--- src/rtl/uart_pkg.sv ---
`default_nettype none
// ---------------------------------------------------------------------------
// uart_pkg : shared UART constants, ASCII codes and drain-FSM state encoding
// Revision : 1.0
// ---------------------------------------------------------------------------
package uart_pkg;

  localparam int unsigned CLK_FREQ  = 27_000_000;
  localparam int unsigned UART_BAUD = 115200;

  localparam logic [7:0] ASCII_CR = 8'h0D;
  localparam logic [7:0] ASCII_LF = 8'h0A;

  typedef enum logic [1:0] {
    IDLE = 2'd0,
    ACK  = 2'd1,
    DONE = 2'd2
  } drain_state_t;

endpackage
`default_nettype wire

--- src/rtl/uart_sync_fifo.sv ---
`default_nettype none
// ---------------------------------------------------------------------------
// uart_sync_fifo : single-clock circular FIFO with wrap-bit pointers
// Revision       : 1.0
// ---------------------------------------------------------------------------
module uart_sync_fifo #(
  parameter  int DEPTH  = 16,
  parameter  int WIDTH  = 8,
  localparam int ADDR_W = $clog2(DEPTH)
) (
  input  logic              clk,
  input  logic              rst_n,
  input  logic              push,
  input  logic [WIDTH-1:0]  wr_data,
  input  logic              pop,
  output logic [WIDTH-1:0]  head,
  output logic              full,
  output logic              empty,
  output logic [ADDR_W:0]   level
);

  logic [WIDTH-1:0] r_mem [DEPTH];
  logic [ADDR_W:0]  r_wr_ptr;
  logic [ADDR_W:0]  r_rd_ptr;

  always_ff @(posedge clk) begin
    if (push) begin
      r_mem[r_wr_ptr[ADDR_W-1:0]] <= wr_data;
    end
  end

  always_ff @(posedge clk or negedge rst_n) begin
    if (!rst_n) begin
      r_wr_ptr <= '0;
      r_rd_ptr <= '0;
    end else begin
      if (push) r_wr_ptr <= r_wr_ptr + 1'b1;
      if (pop)  r_rd_ptr <= r_rd_ptr + 1'b1;
    end
  end

  // Extra wrap bit distinguishes full (indices equal, wraps differ) from empty.
  assign empty = (r_wr_ptr == r_rd_ptr);
  assign full  = (r_wr_ptr[ADDR_W] != r_rd_ptr[ADDR_W]) &&
                 (r_wr_ptr[ADDR_W-1:0] == r_rd_ptr[ADDR_W-1:0]);
  assign level = r_wr_ptr - r_rd_ptr;
  assign head  = r_mem[r_rd_ptr[ADDR_W-1:0]];

endmodule
`default_nettype wire

--- src/rtl/uart_tx_buffer.sv ---
`default_nettype none
// ---------------------------------------------------------------------------
// uart_tx_buffer : byte FIFO + drain FSM issuing one tx_valid pulse per frame.
//                  Define UART_TX_BUFFER_CRLF_EN to expand LF into CR,LF.
// Revision       : 1.0
// ---------------------------------------------------------------------------
module uart_tx_buffer
  import uart_pkg::*;
#(
  parameter  int DEPTH  = 16,
  localparam int ADDR_W = $clog2(DEPTH)
) (
  input  logic              clk,
  input  logic              rst_n,
  input  logic              wr_en,
  input  logic [7:0]        wr_data,
  output logic              full,
  output logic              empty,
  output logic [ADDR_W:0]   level,
  output logic              overflow,
  input  logic              ovf_clr,
  output logic [7:0]        tx_data,
  output logic              tx_valid,
  input  logic              tx_ready,
  output logic              busy
);

  logic         w_push;
  logic         w_drop;
  logic         w_pop;
  logic         w_issue;
  logic         w_insert_cr;
  logic [7:0]   w_head;
  logic [7:0]   w_issue_byte;
  drain_state_t r_state;
  drain_state_t w_state_next;

  // Full is judged before any same-cycle pop, so a push at full is always lost.
  assign w_push = wr_en && !full;
  assign w_drop = wr_en && full;

  uart_sync_fifo #(
    .DEPTH (DEPTH),
    .WIDTH (8)
  ) u_fifo (
    .clk     (clk),
    .rst_n   (rst_n),
    .push    (w_push),
    .wr_data (wr_data),
    .pop     (w_pop),
    .head    (w_head),
    .full    (full),
    .empty   (empty),
    .level   (level)
  );

  always_ff @(posedge clk or negedge rst_n) begin
    if (!rst_n) begin
      overflow <= 1'b0;
    end else if (w_drop) begin
      overflow <= 1'b1;
    end else if (ovf_clr) begin
      overflow <= 1'b0;
    end
  end

`ifdef UART_TX_BUFFER_CRLF_EN
  logic r_cr_sent;

  // An LF at the head is issued twice: first as CR (no pop), then as itself.
  assign w_insert_cr = (w_head == ASCII_LF) && !r_cr_sent;

  always_ff @(posedge clk or negedge rst_n) begin
    if (!rst_n) begin
      r_cr_sent <= 1'b0;
    end else if (w_issue) begin
      r_cr_sent <= w_insert_cr;
    end
  end

  assign busy = !empty || (r_state != IDLE) || r_cr_sent;
`else
  assign w_insert_cr = 1'b0;
  assign busy        = !empty || (r_state != IDLE);
`endif

  always_ff @(posedge clk or negedge rst_n) begin
    if (!rst_n) begin
      r_state <= IDLE;
    end else begin
      r_state <= w_state_next;
    end
  end

  always_comb begin
    w_state_next = r_state;
    w_issue      = 1'b0;
    w_pop        = 1'b0;
    w_issue_byte = w_head;
    case (r_state)
      IDLE: begin
        if (!empty && tx_ready) begin
          w_issue      = 1'b1;
          w_pop        = !w_insert_cr;
          w_issue_byte = w_insert_cr ? ASCII_CR : w_head;
          w_state_next = ACK;
        end
      end
      ACK: begin
        if (!tx_ready) w_state_next = DONE;
      end
      DONE: begin
        if (tx_ready) w_state_next = IDLE;
      end
      default: w_state_next = IDLE;
    endcase
  end

  always_ff @(posedge clk or negedge rst_n) begin
    if (!rst_n) begin
      tx_valid <= 1'b0;
      tx_data  <= 8'h00;
    end else begin
      tx_valid <= w_issue;
      if (w_issue) tx_data <= w_issue_byte;
    end
  end

endmodule
`default_nettype wire

--- config.mk ---
export PLATFORM = sky130hd
export DESIGN_NAME = uart_tx_buffer
export DESIGN_NICKNAME = d
export VERILOG_FILES = /design/src/rtl/uart_pkg.sv /design/src/rtl/uart_sync_fifo.sv /design/src/rtl/uart_tx_buffer.sv
export SDC_FILE = /design/constraint.sdc
export NUM_CORES = 1
export LEC_CHECK = 0
export BUFFER_PORTS_ARGS = -buffer_cell sky130_fd_sc_hd__buf_4
export CORE_MARGIN = 8
export CORE_UTILIZATION = 32
export DETAILED_ROUTE_END_ITERATION = 8
export GPL_ROUTABILITY_DRIVEN = 0
export MAX_ROUTING_LAYER = met4
export PLACE_DENSITY_LB_ADDON = 0.2
export SETUP_SLACK_MARGIN = 0.3
export SLEW_MARGIN = 20
export SYNTH_ARGS = -nofsm -noshare
export SYNTH_HDL_FRONTEND = slang
export SYNTH_HIERARCHICAL = 1
export SYNTH_SLANG_ARGS = --single-unit
--- constraint.sdc ---
create_clock -name clk -period 4 [get_ports clk]
set_input_delay 0 -clock clk [delete_from_list [all_inputs] [get_ports clk]]
set_output_delay 0 -clock clk [all_outputs]
set_load 0.05 [all_outputs]
Word level (Yosys, flattened, before mapping)
Memory sizes are Yosys's and may differ from the RTL's. A register that Yosys moved wholly into a read port is not among the register bits.
Cells that the tools add are included.
{"block": "op_classes", "n_eq_ne": 8, "add_sub_neg": 3, "n_mux": 10, "reduce_logical": 12}
{"op": "$add A5 B1 Y5 const B", "n": 2}
{"op": "$mux W1", "n": 6}
{"op": "$mux W2", "n": 3}
{"op": "$ne A2 B2 Y1 const B", "n": 3}
{"op": "$pmux W2 S3", "n": 1}
{"op": "$eq A5 B5 Y1", "n": 1}
{"op": "$sub A5 B5 Y5", "n": 1}
{"op": "$eq A4 B4 Y1", "n": 1}
{"op": "$logic_and A1 B1 Y1", "n": 4}
{"op": "$reduce_bool A2 Y1", "n": 2}
{"op": "$logic_not A1 Y1", "n": 3}
{"op": "$reduce_and A3 Y1", "n": 1}
{"op": "$eq A2 B1 Y1 const B", "n": 1}
{"op": "$eq A2 B2 Y1 const B", "n": 1}
{"op": "$logic_not A2 Y1", "n": 1}
{"op": "$logic_or A1 B1 Y1", "n": 1}
{"op": "$ne A1 B1 Y1", "n": 1}
{"block": "totals", "inputBits": 13, "elab_cells": 39, "mem_count": 1, "regBits": 14, "ramBits": 128}
{"memory": "u_fifo.r_mem", "words": 16, "width": 8, "read_ports": 1, "rd_ports_with_merged_regs": 1, "wr": 1, "line": "uart_sync_fifo.sv:22", "rtl": "logic [WIDTH-1:0] r_mem [DEPTH];"}

Longest topological paths before layout
Gate-level depths: netlist of run 1.
{"block": "depth", "ltp_word": 6, "mapped_depth": 11, "ltp_nobuf": 8}

Cells and area by module
The synthesis of run 1 kept the hierarchy.
{"mod": "uart_sync_fifo", "cells_per_inst": 277, "area_per_inst_um2": 5556.6, "n_inst": 1, "seq_area_each_um2": 4093.9}
{"mod": "uart_tx_buffer", "cells_per_inst": 30, "area_per_inst_um2": 467.9, "n_inst": 1, "seq_area_each_um2": 300.3}

Worst setup path after synthesis of run 1
No wires, ideal clock.
{"block": "synth_timing", "path_type": "register to register", "from": "register u_fifo.r_rd_ptr[1]", "to": "memory u_fifo.r_mem[3][0] (enable)", "arrival_ns": 2.725, "slack_ns": 0.892, "synth_period_minus_slack_ns": 3.108, "path_stages_with_launch": 11, "cell_sequence": "dfrtp_1 buf_6 clkbuf_1 inv_1 ha_1 nand4_1 nor2_1 nor2b_1 clkbuf_1 nand2_1 nor3_1"}
{"block": "synth_via", "elab_chain_cells": 6}
{"element": "from (decl)", "line": "uart_sync_fifo.sv:24", "rtl": "logic [ADDR_W:0] r_rd_ptr;"}
{"element": "from (signal assigned)", "line": "uart_sync_fifo.sv:38", "rtl": "if (pop) r_rd_ptr <= r_rd_ptr + 1'b1;"}
{"element": "$eq A4 B4 Y1", "line": "uart_sync_fifo.sv:45", "rtl": "(r_wr_ptr[ADDR_W-1:0] == r_rd_ptr[ADDR_W-1:0]);"}
{"element": "$logic_and A1 B1 Y1", "line": "uart_sync_fifo.sv:44", "rtl": "assign full = (r_wr_ptr[ADDR_W] != r_rd_ptr[ADDR_W]) &&"}
{"element": "named net full", "line": "uart_tx_buffer.sv:17", "rtl": "output logic full,"}
{"element": "$logic_not A1 Y1", "line": "uart_tx_buffer.sv:39", "rtl": "assign w_push = wr_en && !full;"}
{"element": "$logic_and A1 B1 Y1", "line": "uart_tx_buffer.sv:39"}
{"element": "named net w_push", "line": "uart_tx_buffer.sv:28", "rtl": "logic w_push;"}
{"element": "$mux W1", "line": "uart_sync_fifo.sv:27", "rtl": "if (push) begin"}
{"element": "$mux W1 (not written as such)", "line": "uart_sync_fifo.sv:28", "rtl": "r_mem[r_wr_ptr[ADDR_W-1:0]] <= wr_data;"}
{"element": "to (decl)", "line": "uart_sync_fifo.sv:22"}
The timed path passes the listed nets, and every way through them passes these cells.

Worst setup path after layout of run 1
{"block": "layout_timing", "from": "register u_fifo.r_wr_ptr[2]", "to": "memory u_fifo.r_mem[15][5] (enable)"}
{"block": "layout_via", "elab_chain_cells": 6}
{"element": "from (decl)", "line": "uart_sync_fifo.sv:23", "rtl": "logic [ADDR_W:0] r_wr_ptr;"}
{"element": "from (signal assigned)", "line": "uart_sync_fifo.sv:37", "rtl": "if (push) r_wr_ptr <= r_wr_ptr + 1'b1;"}
{"element": "$eq A4 B4 Y1", "line": "uart_sync_fifo.sv:45"}
{"element": "$logic_and A1 B1 Y1", "line": "uart_sync_fifo.sv:44"}
{"element": "$logic_not A1 Y1", "line": "uart_tx_buffer.sv:39"}
{"element": "$logic_and A1 B1 Y1", "line": "uart_tx_buffer.sv:39"}
{"element": "named net w_push", "line": "uart_tx_buffer.sv:28"}
{"element": "$mux W1", "line": "uart_sync_fifo.sv:27"}
{"element": "$mux W1 (not written as such)", "line": "uart_sync_fifo.sv:28"}
The timed path passes the listed nets, and every way through them passes these cells.

==> metrics, run 1 <==
CP arrival 3.10 ns; RSZ-0062 raised after global routing no; FFs w/ async S/R, synth 0.147; FF-to-FF End u_fifo/r_mem[15][5]; Switching Share 0.353; setup_tns 0 ns; NumNets Final roughly 390; Port Buf Inserts 30; Die Area 23500 um^2; drt pass-1 iters 4; clock share of power 0.281; Final Cycle Share 0.768; post-route cell area 7240 um^2; library cells used by synthesis 29; routed len/inst ~21 um; most area-hungry cell type in the Yosys netlist edfxtp_1; synth top area cells edfxtp_1 64%, dfrtp_1 9.1%, mux4_2 7.1%; clock sinks 150; CTS tree yes; synth warn 6; antenna-violating nets left 0; Post-synth EDFFs around 130; # rows 50; Comb pwr share 0.367; Post-Synthesis Cells just over 300; detailed-route via count about 3.0k; total gr overflow 0; Peak Freq between 0.3 and 0.4 GHz; Psw about 2.1 mW; Hold Slack ~0.036 ns; placed cell area about 6500 um^2; post-synth top area share 0.638; Initial DRC Count 175; max-cap violations 0; Worst-Margin Slew around 1.1 ns; sequential share of the synthesized area 0.729; number of fill cells 1684; final hold vios 0; mapped cell area 6020 um^2; reg2reg start u_fifo/r_wr_ptr[2]; pwr dens just over 800 nW/um^2; top-count cell post-synth edfxtp_1; flops & latches, synth 150; min Tclk post-route 3.07 ns; P_int about 3.8 mW; Required @ worst endpoint roughly 4.0 ns; initial antenna violation count 0; Worst Skew 0.00844 ns; pre-CTS setup slack 0.878 ns; Die Span Y roughly 150 um; worst reg-to-reg setup slack approximately 0.93 ns; HP Class input port to async pin; IO Pins 31; Final Max Slew Viols 0; Primary FF master, synth edfxtp_1; Startpoint Class register; sequential share of power 0.352; global-route wire length before repair roughly 20000 um; CTS resizes 0; Crit Path Max Fanout 10; initial core utilization 0.324; GRT Total Usage 0.117; Inserted Clock Buffers 17; dpl hpwl 8210 um; Detailed Route WL 12800 um; Setup crit end kind register; Crit Path Category register to register; clk_lat worst skew 0.42 ns; final cell count without fillers 611; run status complete, no violations; core footprint 18600 um^2; Worst Reg-to-Reg Cells 6; number of setup violations in the final report 0; area grow syn2layout 20.2%; top cells by count, synth 128 x edfxtp_1, 22 x dfrtp_1, 19 x mux4_2, 19 x nor2_1, 17 x nand2_1; Die X approximately 150 um; synthesized area per cell a little under 20 um^2; syn nets 330; share of layout cells above drive strength 1 0.249; clk buf depth 2; setup slack after layout 0.929 ns; vias in the first global route 3115; Slew HR 0.279; largest net degree at the start of global routing 36; vias per cell between 4 and 5; H-tree levels 4; Leak Pwr roughly 2.5 nW; dpl cells approximately 570; CTS root buffer clkbuf_16; clock-pin transition on the worst setup and hold timing paths around 0.06 ns; Max rail drop VDD 0.375 mV; diode count 0; DR DRC count 0
-- cell families after synthesis --
group                      synth area share
DFF                                   0.729
and+or+nand+nor                      0.0405
muxes                                 0.143
AOI/OAI and AO/OA                    0.0266
buffers and inverters                0.0199
xor gates and xnor gates             0.0189
adders and majority gates            0.0220
-- routing by layer --
metal / wire, um / GRT usage / vias up
met5: 0 / - / -
met4: 147 / 0.0382 / 0
met3: 431 / 0.0293 / 9
met2: 6350 / 0.183 / 51
met1: 5850 / 0.146 / 1588
li1: - / - / 1333
-- cell type report --
| cell class | instances | area [um^2] | share of cell area |
|---|---|---|---|
| multi-input combinational | 137 | 1510 | 0.209 |
| clock buffer | 23 | 458 | 0.0632 |
| tap | 234 | 293 | 0.0404 |
| sequential | 150 | 4400 | 0.607 |
| clock inverter | 9 | 153 | 0.0211 |
| inverter | 9 | 33.8 | 0.00467 |
| timing repair buffer | 49 | 398 | 0.0550 |
-- worst max path at each step --
stage,startpoint,to
after floorplan,u_fifo/r_rd_ptr[1],u_fifo/r_mem[3][0]
after global placement,u_fifo/r_wr_ptr[2],u_fifo/r_mem[15][3]
after detailed placement,u_fifo/r_wr_ptr[2],u_fifo/r_mem[15][5]
after CTS,u_fifo/r_wr_ptr[2],u_fifo/r_mem[15][5]
after global routing,u_fifo/r_wr_ptr[2],u_fifo/r_mem[15][5]
final,u_fifo/r_wr_ptr[2],u_fifo/r_mem[15][5]
-- per-stage QoR --
step | utilization | power [mW]
6_report | 0.390 | 5.90
4_1_cts | 0.390 | 5.99
3_3_place_gp | 0.350 | 4.29
5_1_grt | 0.390 | 6.19
2_1_floorplan | - | 3.69
3_5_place_dp | 0.350 | 4.30
-- power by group through the flow --
stage | clock network, mW | logic, mW | registers (mW)
6_report | 1.66 | 2.17 | 2.07
2_1_floorplan | 0 | 1.46 | 2.23
5_1_grt | 1.76 | 2.33 | 2.11
3_3_place_gp | 0 | 2.19 | 2.10
4_1_cts | 1.69 | 2.21 | 2.08
3_5_place_dp | 0 | 2.19 | 2.11
-- layout by cell type (no fill, tap or decap), types with 8 or more instances in the layout --
cell type,instances
mux2_2,8
dfrtp_1,21
mux4_2,19
dlygate4sd3_1,12
clkbuf_16,17
nor2_1,19
edfxtp_1,128
nand2_1,17
inv_1,9
a22oi_1,16
buf_4,37
xnor2_1,9
ha_1,9
mux4_1,13
-- state kept, by name, indices dropped and copies added (netlist names) --
name             count
overflow             1
r_state              2
tx_data              8
tx_valid             1
u_fifo/r_mem       128
u_fifo/r_rd_ptr      5
u_fifo/r_wr_ptr      5
-- critical path: stages, from the launching register on --
cell and delay [ns]:
dfrtp_1 0.48, ha_1 0.40, nand4_1 0.14, nor2_1 0.08
nor2b_1 0.47, nand2_1 0.24, nor2_1 0.87
-- timing repair --
action | CTS | global route
hold buffers | 12 | 0
endpoints found under the setup margin | 0 | 0
buffers inserted | 0 | 0
endpoints found under the hold margin | 153 | 0
Power figures use the tool's default switching activity.
==> run 2, diff against run 1 <==
==> constraint.sdc (replaced) <==
create_clock -name clk -period 2.65 [get_ports clk]
set_input_delay 0 -clock clk [delete_from_list [all_inputs] [get_ports clk]]
set_output_delay 0 -clock clk [all_outputs]
set_load 0.05 [all_outputs]
==> run 2 against run 1 <==
- sequential share of layout area down 2.1 points
- first-iteration DRC count down 9.1%
- combinational power up 70%
- clock skew is 0.0012 ns lower
==> metrics, run 2 (synthesis gave the netlist of run 1 again) <==
# rows 50 (unchanged); commonest non-fill, non-tap cell in the layout edfxtp_1; total power 8.87 mW (+50%); Worst Reg-to-Reg Cells 9 (+3); max-cap violations 0 (unchanged); FF-to-FF End u_fifo/r_mem[11][4]; Die Span Y 153 um (unchanged); Final Max Slew Viols 0 (unchanged); reg2reg start u_fifo/r_rd_ptr[3]; IO Pins 31 (unchanged); CP endpoint u_fifo/r_mem[11][4]; core footprint 18600 um^2 (unchanged); DR DRC count 0 (unchanged); vias per cell 4.77 (-2.3%); Final Cycle Share 0.840 (+0.0727); Slowest-stage cell, CP dfrtp_1; clock sinks 150 (unchanged); diode count 0 (unchanged); CP peak stage delay 0.41 ns (-0.46 ns); Levels on crit path 9 (+3); Startpoint Class register; drt pass-1 iters 4 (unchanged); worst-path cell chain inv_1, ha_1, nand4_1, nor2_4, nor2b_1, buf_4, nand2_2, nor2_2, buf_4; min Tclk post-route 2.23 ns (-0.844 ns); Crit Path Category register to register; Crit path max-delay family simple AND/OR/NAND/NOR gates; Slew HR 0.440 (+0.161); initial antenna violation count 0 (unchanged); run status complete, no violations; share of layout cells above drive strength 1 0.350 (+0.101); Crit Path Max Fanout 8 (-2); Required @ worst endpoint 2.76 ns (-1.27 ns); final hold vios 0 (unchanged); GRT Total Usage 0.121 (+0.00444); Hold Slack 0.0477 ns (+0.0116 ns); vias in the first global route 3203 (+2.8%); RSZ-0062 raised after global routing no; Die Area 23500 um^2 (unchanged); pwr dens 1180 nW/um^2 (+45%); routed len/inst 21.0 um (+0.30%); clock-pin transition on the worst setup and hold timing paths 0.06 ns (about the same); number of setup violations in the final report 0 (unchanged); placed cell area 6760 um^2 (+3.8%); Detailed Route WL 13200 um (+3.1%); area grow syn2layout 24.6%; CTS tree yes; Peak Freq 0.449 GHz (+38%); clk buf depth 2 (unchanged); HP Class input port to async pin; Die X 153 um (unchanged); Critical path origin u_fifo/r_rd_ptr[3]; Port Buf Inserts 30 (unchanged); setup_tns 0 ns (unchanged); H-tree levels 4 (unchanged); Leak Pwr 2.65 nW (+4.3%); final core utilization 0.404 (+0.0143); most frequent cells in the layout 128 x edfxtp_1, 49 x buf_4, 19 x dfrtp_1, 19 x mux4_2, 17 x clkbuf_16; total gr overflow 0 (unchanged); antenna-violating nets left 0 (unchanged); Max rail drop VDD 0.691 mV (+84%); worst reg-to-reg setup slack 0.42 ns (-0.51 ns); dpl hpwl 8030 um (-2.1%); detailed-route via count 2993 (+0.40%); Worst Skew 0.00721 ns (-0.00123 ns); CP bufs+invs 3 (+3); CTS root buffer clkbuf_16; Initial DRC Count 159 (-9.1%); number of fill cells 1647 (-2.2%); most frequent CP cell buf_4; clk_lat worst skew 0.42 ns (about the same); CP arrival 2.34 ns (-0.76 ns); Worst-Margin Slew 0.837 ns (-0.241 ns); Setup crit end kind register; initial core utilization 0.324 (unchanged); max reg flops 128 (unchanged); NumNets Final 405 (+4.7%); largest net degree at the start of global routing 36 (unchanged); global-route wire length before repair 20100 um (+2.5%); Inserted Clock Buffers 17 (unchanged); post-route cell area 7510 um^2 (+3.7%)
## run 2: cell types whose count changed in the layout (fill, tap and decap cells not counted), sizes merged
cell / before / now
bufinv: 4 / 0
buf: 37 / 55
clkbuf: 23 / 22
clkinvlp: 3 / 2
clkinv: 2 / 6
inv: 9 / 10
## run 2: routing by layer
layer / track usage / wire [um] / vias up
met5: - / 0 / -
met4: 0.0452 / 191 / 0
met3: 0.0290 / 462 / 16
met2: 0.187 / 6470 / 44
met1: 0.152 / 6050 / 1554
li1: - / - / 1379
## run 2: worst min-delay path by stage
stage                               to  slack, ns  cells past startpoint   from
finish              u_fifo/r_rd_ptr[0]       0.05                      2  rst_n
global placement    u_fifo/r_wr_ptr[1]      -0.05                      1  rst_n
global route                r_state[1]       0.05                      2  rst_n
CTS                 u_fifo/r_wr_ptr[4]       0.05                      2  rst_n
detailed placement  u_fifo/r_wr_ptr[1]      -0.04                      1  rst_n
floorplan                     overflow      -0.30                      0  rst_n
## run 2: metrics by stage
step	cells	worst slack, ns
after floorplan	307	0.169
after global placement	578	0.243
after detailed placement	578	0.194
after CTS	626	0.317
after global routing	628	0.309
final	628	0.423
## run 2: power by group
group | internal, mW | leakage, nW | switching, mW
Combinational | 1.46 | 0.981 | 2.22
Clock | 1.18 | 0.242 | 0.887
Sequential | 2.94 | 1.42 | 0.191
Total | 5.58 | 2.65 | 3.30
## run 2: what timing repair did
item                                   CTS  global route
resized for setup                        0             7
endpoints found under the hold margin  153             0
setup endpoints to repair               32           137
gates cloned                             0             0
buffers inserted                         5             2
hold buffers                            12             0
pin swaps                                4             3
## run 2: area by class of cell
| class | count | area (um^2) | share of cell area |
|---|---|---|---|
| clock buffer | 22 | 444 | 0.0592 |
| multi-input combinational | 137 | 1670 | 0.222 |
| inverter | 9 | 41.3 | 0.00550 |
| tap | 234 | 293 | 0.0390 |
| clock inverter | 9 | 56.3 | 0.00750 |
| timing repair buffer | 67 | 608 | 0.0810 |
| sequential | 150 | 4400 | 0.586 |
==> run 3, diff against run 2 <==
==> constraint.sdc (replaced) <==
create_clock -name clk -period 2.2 [get_ports clk]
set_input_delay 0 -clock clk [delete_from_list [all_inputs] [get_ports clk]]
set_output_delay 0 -clock clk [all_outputs]
set_load 0.05 [all_outputs]
==> run 3 against run 2 <==
- first-iteration DRC count up 46%
- routed wire length up 11%
- final cell count up 5.9%
- sequential power up 20%
- combinational power up 61%
- via count up 8.8%
- cell area up 11%
- power up 39%
- non-clock buffer count up 37
- register-to-register slack worse by 0.25 ns
- worst setup slack worse by 0.26 ns
- highest routed layer unchanged
==> metrics, run 3 (synthesis gave the netlist of run 1 again) <==
Initial DRC Count 232 (+46%); detailed-route via count 3256 (+8.8%); core footprint 18600 um^2 (unchanged); Slew HR 0.603 (+0.163); run status complete, no violations; Worst-Margin Slew 0.593 ns (-0.244 ns); Die Span Y 153 um (unchanged); clk buf depth 2 (unchanged); area grow syn2layout 38.4%; drt pass-1 iters 4 (unchanged); setup_tns 0 ns (unchanged); global-route wire length before repair 22700 um (+13%); Startpoint Class register; GRT Total Usage 0.135 (+0.0142); CP arrival 2.04 ns (-0.30 ns); max reg flops 128 (unchanged); final hold vios 0 (unchanged); min Tclk post-route slightly above 2 ns; Peak Freq around 0.49 GHz; Die Area 23500 um^2 (unchanged); reg2reg start u_fifo/r_rd_ptr[0]; RSZ-0062 raised after global routing yes; CTS tree yes; Die X 153 um (unchanged); clock sinks 150 (unchanged); HP Class input port to async pin; CP bufs+invs 3 (unchanged); placed cell area 7050 um^2 (+4.3%); Critical path origin u_fifo/r_wr_ptr[0]; most frequent CP cell inv_2; Final Max Slew Viols 0 (unchanged); Crit path max-delay family adder cells; Crit Path Category register to output pin; Crit Path Max Fanout 2 (-6); initial core utilization 0.324 (unchanged); share of layout cells above drive strength 1 0.478 (+0.128); Port Buf Inserts 30 (unchanged); Inserted Clock Buffers 17 (unchanged); clk_lat worst skew 0.42 ns (about the same); total power 12.4 mW (+39%); largest net degree at the start of global routing 23 (-36%); pwr dens 1480 nW/um^2 (+25%); Slowest-stage cell, CP dfrtp_1; CTS root buffer clkbuf_16; CP peak stage delay 0.38 ns (-0.03 ns); Final Cycle Share 0.926; Detailed Route WL 14700 um (+11%); Max rail drop VDD 0.854 mV (+24%); register area 4400 um^2 (about the same); vias per cell 4.90 (+2.7%); antenna-violating nets left 0 (unchanged); diode count 0 (unchanged); worst-path cell chain inv_2, ha_4, inv_2, fa_2, a21o_1, a21oi_2, xnor2_2, buf_6; number of fill cells 1563 (-5.1%); Required @ worst endpoint 2.20 ns (-0.56 ns); Setup crit end kind output pin; Worst Skew 0.00958 ns (+0.00237 ns); vias in the first global route 3462 (+8.1%); number of setup violations in the final report 0 (unchanged); NumNets Final 442 (+9.1%); clock-pin transition on the worst setup and hold timing paths 0.05 ns (about the same); most frequent cells in the layout 128 x edfxtp_1, 58 x buf_4, 22 x mux4_2; # rows 50 (unchanged); H-tree levels 4 (unchanged); dpl hpwl 9310 um (+16%); max-cap violations 0 (unchanged); initial antenna violation count 0 (unchanged); dpl cells 588 (+1.7%); Leak Pwr 2.95 nW (+12%); final cell count without fillers 665 (+5.9%); post-route cell area 8340 um^2 (+11%); routed len/inst 22.1 um (+5.2%); multi-input logic area 1900 um^2 (+14%); commonest non-fill, non-tap cell in the layout edfxtp_1; DR DRC count 0 (unchanged); Hold Slack 0.0357 ns (-0.0120 ns); total gr overflow 0 (unchanged); IO Pins 31 (unchanged)
## run 3: timing repair
item / in CTS / in global routing
gates cloned: 3 / 0
endpoints found under the setup margin: 145 / 150
hold buffers: 12 / 0
pin swaps: 24 / 21
buffers inserted: 22 / 9
hold endpoints to repair: 153 / 0
resized for setup: 29 / 18
## run 3: worst paths after layout
path	cells after the start	endpoint	slack (ns)
setup / recovery	8	level[4]	0.16
hold / removal	2	overflow	0.04
setup reg to reg	6	tx_data[4]	0.17
hold reg to reg	1	u_fifo/r_wr_ptr[4]	0.50
max in group asynchronous	2	u_fifo/r_rd_ptr[1]	1.90
min in group clk	3	r_state[1]	0.31
## run 3: cell type report
class                   count  share of cell area
well taps                 234              0.0351
flip-flops and latches    150               0.527
clock inverters            12              0.0126
repair buffers            104               0.140
clock buffers              19              0.0519
multi-input cells         137               0.228
inverters                   9             0.00495
## run 3: metrics by stage
stage	util	setup slack, ns
5_1_grt	0.449	0.0792
4_1_cts	0.443	0.114
3_5_place_dp	0.379	0.0281
6_report	0.449	0.163
3_3_place_gp	0.379	0.0259
2_1_floorplan	-	-0.280
## run 3: worst reg2reg max path, cell delays in order, from the launching register on
cell,delay [ns]
dfrtp_2,0.43
buf_12,0.18
buf_4,0.17
mux4_1,0.57
a22oi_2,0.23
nand2_1,0.09
mux2_4,0.26
## run 3: report_power, final
part	internal [mW]	switching, mW	leakage, nW
combinational	2.66	3.26	1.27
clock	1.54	1.12	0.253
sequential	3.54	0.233	1.42
total	7.75	4.61	2.95
## run 3: metal layers
| layer | share of wire | wire [um] | GRT usage | vias to the layer above |
|---|---|---|---|---|
| met1 | 0.47 | 6850 | 0.182 | 1710 |
| li1 | - | - | - | 1454 |
| met2 | 0.47 | 6950 | 0.204 | 86 |
| met3 | 0.053 | 779 | 0.0344 | 6 |
| met5 | 0 | 0 | - | - |
| met4 | 0.0065 | 95 | 0.0297 | 0 |
